===== config.mk =====
export PLATFORM = sky130hd
export DESIGN_NAME = bp_be_prefetch_dispatch_arb
export DESIGN_NICKNAME = d
export VERILOG_FILES = /design/src/rtl/bp_be_prefetch_dispatch_arb.sv
export SDC_FILE = /design/constraint.sdc
export NUM_CORES = 1
export LEC_CHECK = 0
export ABC_AREA = 1
export ABC_CLOCK_PERIOD_IN_PS = 1800
export BUFFER_PORTS_ARGS = -buffer_cell sky130_fd_sc_hd__buf_4
export CAP_MARGIN = 15
export CORE_MARGIN = 2
export CORE_UTILIZATION = 31
export DETAILED_ROUTE_END_ITERATION = 10
export PLACE_DENSITY = 0.89
export SLEW_MARGIN = 20
export SYNTH_ARGS = -nofsm -noshare
export SYNTH_HDL_FRONTEND = slang
export SYNTH_SLANG_ARGS = --single-unit

===== constraint.sdc =====
create_clock -name clk_i -period 1.8 [get_ports clk_i]
set_clock_uncertainty 0.05 [all_clocks]
set_input_delay 0.36 -clock clk_i [delete_from_list [all_inputs] [get_ports clk_i]]
set_output_delay 0.36 -clock clk_i [all_outputs]
set_load 0.03 [all_outputs]

===== src/rtl/bp_be_prefetch_dispatch_arb.sv =====
// bp_be_prefetch_dispatch_arb
// Arbitrates the BE dispatch slot between demand packets from the issue path
// and prefetch packets from the prefetch generator. Demand wins unless the
// prefetch has been starved for starve_limit_p cycles. Prefetches are also
// throttled by an outstanding-credit limit and by a holdoff window after flush.
// The output mux has zero latency: outputs are combinational from the inputs
// and the state registers. pkt_width_p is the bp_be_dispatch_pkt_s width for
// the target processor configuration.

module bp_be_prefetch_dispatch_arb_chk #(
  parameter int unsigned cw_p = 3
) (
  input logic            clk_i,
  input logic            reset_i,
  input logic            pf_done_i,
  input logic            demand_yumi_i,
  input logic            pf_yumi_i,
  input logic [cw_p-1:0] outstanding_i
);
  // A completion with no prefetch outstanding is an upstream protocol error.
  always_ff @(posedge clk_i) begin
    if (!reset_i && pf_done_i) begin
      assert (outstanding_i != '0);
    end
  end

  // Only one packet may be consumed per cycle.
  always_ff @(posedge clk_i) begin
    assert (!(demand_yumi_i && pf_yumi_i));
  end
endmodule

module bp_be_prefetch_dispatch_arb #(
  parameter int unsigned pkt_width_p       = 64,
  parameter int unsigned max_outstanding_p = 4,
  parameter int unsigned starve_limit_p    = 16,
  parameter int unsigned holdoff_cycles_p  = 8
) (
  input  logic                   clk_i,
  input  logic                   reset_i,
  input  logic                   pf_enable_i,
  input  logic                   flush_i,
  input  logic                   demand_v_i,
  input  logic [pkt_width_p-1:0] demand_pkt_i,
  output logic                   demand_yumi_o,
  input  logic                   pf_v_i,
  input  logic [pkt_width_p-1:0] pf_pkt_i,
  output logic                   pf_yumi_o,
  input  logic                   pf_done_i,
  input  logic                   dispatch_ready_and_i,
  output logic                   dispatch_v_o,
  output logic [pkt_width_p-1:0] dispatch_pkt_o,
  output logic [$clog2(max_outstanding_p+1)-1:0] pf_outstanding_o
);

  localparam int unsigned CW = $clog2(max_outstanding_p + 1);
  localparam int unsigned SW = (starve_limit_p > 0) ? $clog2(starve_limit_p + 1) : 1;
  localparam int unsigned HW = (holdoff_cycles_p > 1) ? $clog2(holdoff_cycles_p) : 1;

  localparam logic [CW-1:0] MAX_OUT     = CW'(max_outstanding_p);
  localparam logic [SW-1:0] STARVE_LIM  = SW'(starve_limit_p);
  localparam logic [HW-1:0] HOLDOFF_INI = HW'(holdoff_cycles_p - 1);
  localparam logic          FORCE_EN    = (starve_limit_p != 0);

  typedef enum logic [0:0] {
    RUN     = 1'b0,
    HOLDOFF = 1'b1
  } state_e;

  state_e        r_state;
  logic [CW-1:0] r_outstanding;
  logic [SW-1:0] r_starve;
  logic [HW-1:0] r_holdoff;

  logic w_pf_elig;
  logic w_force;
  logic w_sel_pf;
  logic w_sel_dem;
  logic w_demand_yumi;
  logic w_pf_yumi;
  logic [pkt_width_p-1:0] w_pkt;

  // Eligibility, priority selection and handshake generation.
  always_comb begin
    w_pf_elig = pf_v_i & pf_enable_i & (r_state == RUN)
              & (r_outstanding < MAX_OUT) & ~flush_i;
    w_force   = FORCE_EN & (r_starve == STARVE_LIM) & w_pf_elig;
    if (reset_i) begin
      w_sel_pf  = 1'b0;
      w_sel_dem = 1'b0;
    end else if (w_force || (w_pf_elig && !demand_v_i)) begin
      w_sel_pf  = 1'b1;
      w_sel_dem = 1'b0;
    end else if (demand_v_i) begin
      w_sel_pf  = 1'b0;
      w_sel_dem = 1'b1;
    end else begin
      w_sel_pf  = 1'b0;
      w_sel_dem = 1'b0;
    end
    if (w_sel_pf) begin
      w_pkt = pf_pkt_i;
    end else if (w_sel_dem) begin
      w_pkt = demand_pkt_i;
    end else begin
      w_pkt = '0;
    end
    w_demand_yumi = w_sel_dem & dispatch_ready_and_i & ~flush_i;
    w_pf_yumi     = w_sel_pf & dispatch_ready_and_i & ~flush_i;
  end

  assign dispatch_v_o     = (w_sel_pf | w_sel_dem) & ~flush_i;
  assign dispatch_pkt_o   = w_pkt;
  assign demand_yumi_o    = w_demand_yumi;
  assign pf_yumi_o        = w_pf_yumi;
  assign pf_outstanding_o = r_outstanding;

  // Outstanding-prefetch credit counter; a grant and a completion together cancel.
  always_ff @(posedge clk_i) begin
    if (reset_i) begin
      r_outstanding <= '0;
    end else if (w_pf_yumi && !pf_done_i) begin
      r_outstanding <= r_outstanding + CW'(1);
    end else if (pf_done_i && !w_pf_yumi && (r_outstanding != '0)) begin
      r_outstanding <= r_outstanding - CW'(1);
    end else begin
      r_outstanding <= r_outstanding;
    end
  end

  // Starvation counter: counts cycles an eligible prefetch loses to demand.
  always_ff @(posedge clk_i) begin
    if (reset_i) begin
      r_starve <= '0;
    end else if (w_pf_yumi || !pf_v_i || flush_i) begin
      r_starve <= '0;
    end else if (w_pf_elig && demand_v_i && (r_starve < STARVE_LIM)) begin
      r_starve <= r_starve + SW'(1);
    end else begin
      r_starve <= r_starve;
    end
  end

  // Flush holdoff FSM: prefetch is blocked for holdoff_cycles_p cycles after a flush.
  always_ff @(posedge clk_i) begin
    if (reset_i) begin
      r_state   <= RUN;
      r_holdoff <= '0;
    end else begin
      case (r_state)
        RUN: begin
          if (flush_i) begin
            r_state   <= HOLDOFF;
            r_holdoff <= HOLDOFF_INI;
          end else begin
            r_state   <= RUN;
            r_holdoff <= r_holdoff;
          end
        end
        HOLDOFF: begin
          if (flush_i) begin
            r_state   <= HOLDOFF;
            r_holdoff <= HOLDOFF_INI;
          end else if (r_holdoff == '0) begin
            r_state   <= RUN;
            r_holdoff <= '0;
          end else begin
            r_state   <= HOLDOFF;
            r_holdoff <= r_holdoff - HW'(1);
          end
        end
        default: begin
          r_state   <= RUN;
          r_holdoff <= '0;
        end
      endcase
    end
  end

  bp_be_prefetch_dispatch_arb_chk #(
    .cw_p(CW)
  ) u_chk (
    .clk_i         (clk_i),
    .reset_i       (reset_i),
    .pf_done_i     (pf_done_i),
    .demand_yumi_i (w_demand_yumi),
    .pf_yumi_i     (w_pf_yumi),
    .outstanding_i (r_outstanding)
  );

endmodule


=== Word level (Yosys, flattened, before mapping) ===
Index checks and enable logic that the tools add are counted.

* Flip-flop bits (word level): 12
* Input bits: 136
* Output and inout port bits: 70

* $add $sub $neg: 4
* $lt $le $gt $ge: 2
* Equal/unequal tests: 2
* Muxes and demuxes: 17
* Bitwise logic cells: 13
* Reductions and logical operators: 17

{| class="wikitable"
|+ Operators by type and width
! cell !! count
|-
| 64-bit 2-to-1 mux || 2
|-
| 3-bit 2-to-1 mux || 5
|-
| 1-bit AND || 10
|-
| 1-bit 2-to-1 mux || 8
|-
| 1-bit logical AND || 6
|-
| 3-bit one-hot mux with 2 select lines || 1
|-
| 3-bit by 1-bit subtractor with 3-bit output (second input constant) || 2
|-
| 5-bit by 1-bit adder with 5-bit output (second input constant) || 1
|-
| 5-bit == test (second input constant) || 1
|-
| 5-bit < comparator (second input constant) || 1
|-
| 1-bit logical NOT || 4
|-
| 3-bit by 1-bit adder with 3-bit output (second input constant) || 1
|-
| 3-bit logical NOT || 1
|-
| 1-bit logical OR || 3
|-
| 3-bit < comparator (second input constant) || 1
|-
| 3-bit nonzero test || 1
|-
| 2-bit inequality test (second input constant) || 1
|-
| 1-bit NOT || 2
|-
| 1-bit one-hot mux with 2 select lines || 1
|-
| 2-bit nonzero test || 1
|-
| 2-bit OR reduction || 1
|-
| 1-bit OR || 1
|}

=== Logic depth before layout (Yosys ltp) ===
* Word-level depth: 15
* Gate-level depth with buffers: 15

=== Worst setup path before layout ===
No wires, ideal clock.

* Path type: register to output
* Start: reg r_starve[0]
* End: out dispatch_pkt_o[48]
* Arrival: 1.845 ns
* Data required time: 1.390 ns
* Slack: -0.455 ns
* Stages on the path, launching flop included: 11
* Cell sequence: dfxtp_1 > inv_1 > ha_1 > nand2_1 > inv_1 > nand2_1 > nand2_1 > nand2_1 > nand3_2 > clkbuf_1 > o21ai_0

* Cells in the longest elaborated chain, start to end: 7
* Elaborated cells on any way between the ends: 9
* Classes of those cells: eq/ne: 1; mux: 6; bitwise: 1; reduce/logical: 1

{| class="wikitable"
|+ RTL lines
! what !! line !! RTL
|-
| start, declared || 72 || <nowiki>logic [SW-1:0] r_starve;</nowiki>
|-
| start signal, assigned || 138 || <nowiki>r_starve <= r_starve + SW'(1);</nowiki>
|-
| start signal, assigned || 140 || <nowiki>r_starve <= r_starve;</nowiki>
|-
| 5-bit == test (*) || 87 || <nowiki>w_force = FORCE_EN & (r_starve == STARVE_LIM) & w_pf_elig;</nowiki>
|-
| 1-bit AND (*) || 87 ||
|-
| 1-bit logical OR (*) || 91 || <nowiki>end else if (w_force || (w_pf_elig && !demand_v_i)) begin</nowiki>
|-
| 1-bit 2-to-1 mux || 91 ||
|-
| 1-bit 2-to-1 mux || 88 || <nowiki>if (reset_i) begin</nowiki>
|-
| 64-bit 2-to-1 mux || 103 || <nowiki>end else if (w_sel_dem) begin</nowiki>
|-
| 64-bit 2-to-1 mux (*) || 101 || <nowiki>if (w_sel_pf) begin</nowiki>
|-
| end, declared || 52 || <nowiki>output logic [pkt_width_p-1:0] dispatch_pkt_o,</nowiki>
|}

Mark *: on every way between the ends. The rest lies on a longest branch, timed or not.

=== Worst setup path after layout ===
* Start: reg r_starve[1]
* End: out dispatch_pkt_o[16]

Same word-level chain as after synthesis.

==> results by stage <==
Outcome:
- The run finished, with violations left.
- The checks that failed: negative setup slack.

Synthesis:
- The most used flip-flop cell after synthesis is sky130_fd_sc_hd__dfxtp_1.
- The count of unique library cells instantiated by Yosys is 28.
- The most common cell in the synthesized netlist is sky130_fd_sc_hd__inv_1.
- The commonest cells after synthesis are 82 x sky130_fd_sc_hd__inv_1, 74 x sky130_fd_sc_hd__nand2_1, 40 x sky130_fd_sc_hd__o21ai_2.
- The net count after synthesis is 444.
- The count of flip-flops with a built-in enable after synthesis is 0.
- After synthesis, the cell types taking the most area are sky130_fd_sc_hd__o21ai_2 20%, sky130_fd_sc_hd__inv_1 17%, sky130_fd_sc_hd__nand2_1 16%.
- In the synthesized netlist the async set-or-reset flop fraction comes to 0%.
- The library cell with the largest summed area after synthesis is sky130_fd_sc_hd__o21ai_2.
- The yosys synthesis warning count is 0.
- The synthesized netlist occupies a cell area of 1787 um^2.
- Counting every instance in the synthesized netlist gives 303.
- Sequential cells were found to cover 13.45% of the synthesized design area.
- Dividing the synthesized area by the synthesized cell count gives 5.897 um^2.
- After synthesis the netlist holds a flip-flop and latch count of 12.
- The share of Yosys cell area claimed by the top area cell type is 19.61%.

Setup path:
- Traced cell by cell, the critical path runs through inv_2, ha_4, nand2_2, inv_2, nand2_2, nand2_2, nand2_2, nand3_4, buf_12, buf_12, o21ai_4, buf_6.
- The worst reg2reg path startpoint is r_starve[1].
- The largest single stage delay on the critical path is 0.33 ns.
- The dominant delay contributor by cell family on the critical path is buffers and inverters.
- The cell that appears most often on the critical path is sky130_fd_sc_hd__nand2_2.
- Counting both buffers and inverters, the worst setup path holds a total of 5.
- STA puts the critical path data arrival time at 1.87 ns.
- The critical path startpoint category is a register.
- The worst setup path is captured at an output pin.
- The critical setup path kind is register to output pin.
- The slowest cell on the critical path is sky130_fd_sc_hd__dfxtp_2.
- Tracing the worst setup path back leads to its startpoint at r_starve[1].
- At the worst endpoint, the required time is 1.39 ns.
- Of all nets on the critical path, the largest fanout is 6.

Floorplanning:
- 206 I/O pins were placed.
- Once the floorplan was initialized, standard cells occupied 32.25% of the core.
- In this run the vertical extent of the chip is 79.92 um.
- The site row count is 27.
- The die area is 6387 um^2.
- The die boundary width is 79.92 um.
- The floorplan step defined a core boundary enclosing 5540 um^2.

Flow run:
- Across the run, the number of max-cap violations was 0.

Place:
- In this run the cell area measured after placement is 4354 um^2.
- The detailed placement HPWL is 7703 um.
- The congestion estimate from routability-driven global placement came to 0.8130.
- The setup slack at placement is -0.2130 ns.
- In this run the tool buffered the top-level ports with 205 buffer cells.

Global route:
- The routing usage on met1 is 31.32%.
- The first global-routing pass estimated 16460 um of wire.
- The final global-route overflow total is 0.
- The met3 routing resource usage after global routing is 5.882%.
- The via count of the first global-routing pass is 3274.
- Global routing used 33.88% of the available tracks across all layers.
- Entering global routing, the biggest net connects 20 pins.
- The met2 demand-to-capacity share in global routing is 68.25%.
- The global routing stage identified its most utilized layer as met2.
- The initial antenna violation count is 0.

Timing:
- The worst path in the final design needs a cycle of 2.283 ns, including I/O delays and setup.
- The max-slew violation count is 0.
- The post-route fraction of the period consumed by the critical path is 126.8%.
- Setup repair after global routing could not meet its margin everywhere.
- The normalized max-slew margin is 79.85%.
- The final-layout setup total negative slack is -30.43 ns.
- Setup violations remaining at the end of the flow were counted as 70.
- The final-report hold violation count is 0.
- The achievable frequency is 438.0 MHz.
- At the pin with the least slew margin, the transition time is 0.3009 ns.
- Setup slack on the critical path of the routed design comes to -0.4832 ns.

Power and ir drop:
- The clock network is responsible for 16.2% of the overall power.
- In this run, the combinational gates consume 66.8% of the power.
- Internal power comes to 1.126 mW.
- The static leakage is 2.518 nW.
- The net switching power is 841.4 uW.
- The power density relative to cell area is 387.7 nW/um^2.
- Across the VDD grid, the largest voltage drop is 0.0006236 V.
- The switching fraction of total power is 42.77%.
- The share of total power dissipated in sequential elements is 17.0%.

Route:
- The number of DRC markers in iteration 0 is 155.
- The post-detailed-routing wire length is 12930 um.
- The final route contains 3217 vias.
- The final routed DRC violation total is 0.
- The number of nets with antenna violations after detailed routing is 0.
- After detailed routing, the number of vias per cell comes to 5.189.
- The pre-antenna-repair detailed-routing pass consisted of 4 iterations.
- The average routed wire per standard cell is 20.85 um.

Clock tree:
- The buffer cell driving the clock tree root is sky130_fd_sc_hd__clkbuf_8.
- The clock reaches the later pin of the worst-skew pair after 0.25 ns.
- No sink is reached through more buffers than the 2 on the longest clock path.
- The clock input transition at the sequential cells of the worst setup and hold paths is 0.06 ns.
- The count of clock tree sinks is 12.
- The CTS tree is done.
- The number of clock buffers added by TritonCTS is 3.
- In this run the number of H-tree levels came out at 1.

Cells and area:
- After filler insertion, the fill cell instance count of the layout stands at 216.
- The summed area of non-filler cells in the final layout is 5074 um^2.
- The final core utilization is 91.58%.
- Summing all multi-input logic gate instances after layout gives 1898 um^2.
- From synthesis to final layout, the design area changed by 184.0%.
- The sequential cell area in the final layout is 246.5 um^2.
- The net count of the finished layout is 690.
- The fraction of final layout cells with drive strength greater than 1 is 73.18%.
- The number of inserted diodes is 0.

Worst hold path:
- In this run the worst hold path is classified as input pin to register.
- The startpoint identified for the worst hold timing path is reset_i.
what timing repair did:
item	4_1_cts	5_1_grt
hold buffers	0	0
pin swaps	6	10
gates resized for setup	87	62
setup buffers	2	2
gates cloned	3	2
endpoints found under the setup margin	69	70
kinds of logic after synthesis:
family,share of synthesized area [%]
XOR/XNOR,0.9806
adder cells (fa/ha/maj),3.922
buffers and inverters,23.18
flip-flops,13.45
AO/OA/AOI/OAI,30.67
AND/OR/NAND/NOR,27.80
cells in the final DEF, fill, tap and decap left out, types with 4 or more instances in the layout:
cell type / n
sky130_fd_sc_hd__nor2_1: 11
sky130_fd_sc_hd__nand2_1: 23
sky130_fd_sc_hd__nand2_4: 6
sky130_fd_sc_hd__dfxtp_1: 9
sky130_fd_sc_hd__inv_1: 77
sky130_fd_sc_hd__buf_12: 13
sky130_fd_sc_hd__nand3_1: 5
sky130_fd_sc_hd__buf_4: 160
sky130_fd_sc_hd__o21ai_2: 4
sky130_fd_sc_hd__buf_6: 76
sky130_fd_sc_hd__a21oi_1: 5
sky130_fd_sc_hd__inv_2: 6
sky130_fd_sc_hd__clkbuf_8: 4
sky130_fd_sc_hd__o21ai_4: 60
sky130_fd_sc_hd__nand2_2: 46
worst register-to-register path, delay by kind of cell, from the launching register on:
family                   cells  cell delay (ns)
AND/OR/NAND/NOR             10             0.92
adder cells (fa/ha/maj)      2             0.51
buffers and inverters        4             0.37
flip-flops                   1             0.32
sequential cells by signal (all words and copies together), names as in the netlist:
name,flops
pf_outstanding_o,3
r_holdoff,3
r_starve,5
r_state,1
routing by layer:
metal	share of wire (%)	wire, um	vias to the layer above
met5	0	0	-
met4	6.9	889	0
met3	7.1	922	76
met2	53	6845	186
met1	33	4271	1540
li1	-	-	1415
per-stage QoR:
| step | cells | hold slack (ns) | total power [mW] |
|---|---|---|---|
| finish | 620 | 0.3363 | 1.967 |
| global route | 620 | 0.3521 | 2.038 |
| CTS | 616 | 0.3413 | 1.859 |
| detailed placement | 607 | 0.4319 | 1.463 |
| global placement | 607 | 0.4111 | 1.424 |
| floorplan | 303 | 0.3791 | 0.9345 |
layout make-up:
| class | count | area share (%) |
|---|---|---|
| multi-input cells | 193 | 37.41 |
| well taps | 72 | 1.776 |
| repair buffers | 254 | 48.29 |
| flip-flops and latches | 12 | 4.858 |
| clock buffers | 4 | 1.085 |
| inverters | 85 | 6.584 |
power groups by stage:
stage               Combinational (mW)  Sequential, mW  Clock [mW]
floorplan                        0.552           0.382           0
global placement                  1.09           0.337           0
detailed placement                1.12           0.339           0
finish                            1.31           0.335       0.318
CTS                               1.21           0.335       0.313
global route                      1.37           0.339       0.330
worst paths after layout:
| path | depth (start not counted) | end | slack (ns) |
|---|---|---|---|
| setup reg to reg | 16 | pf_outstanding_o[2] | -0.45 |
| hold reg to reg | 2 | r_holdoff[1] | 0.44 |
| setup / recovery | 12 | dispatch_pkt_o[16] | -0.48 |
| hold / removal | 3 | r_state | 0.34 |
(Power assumes the default switching activity.)
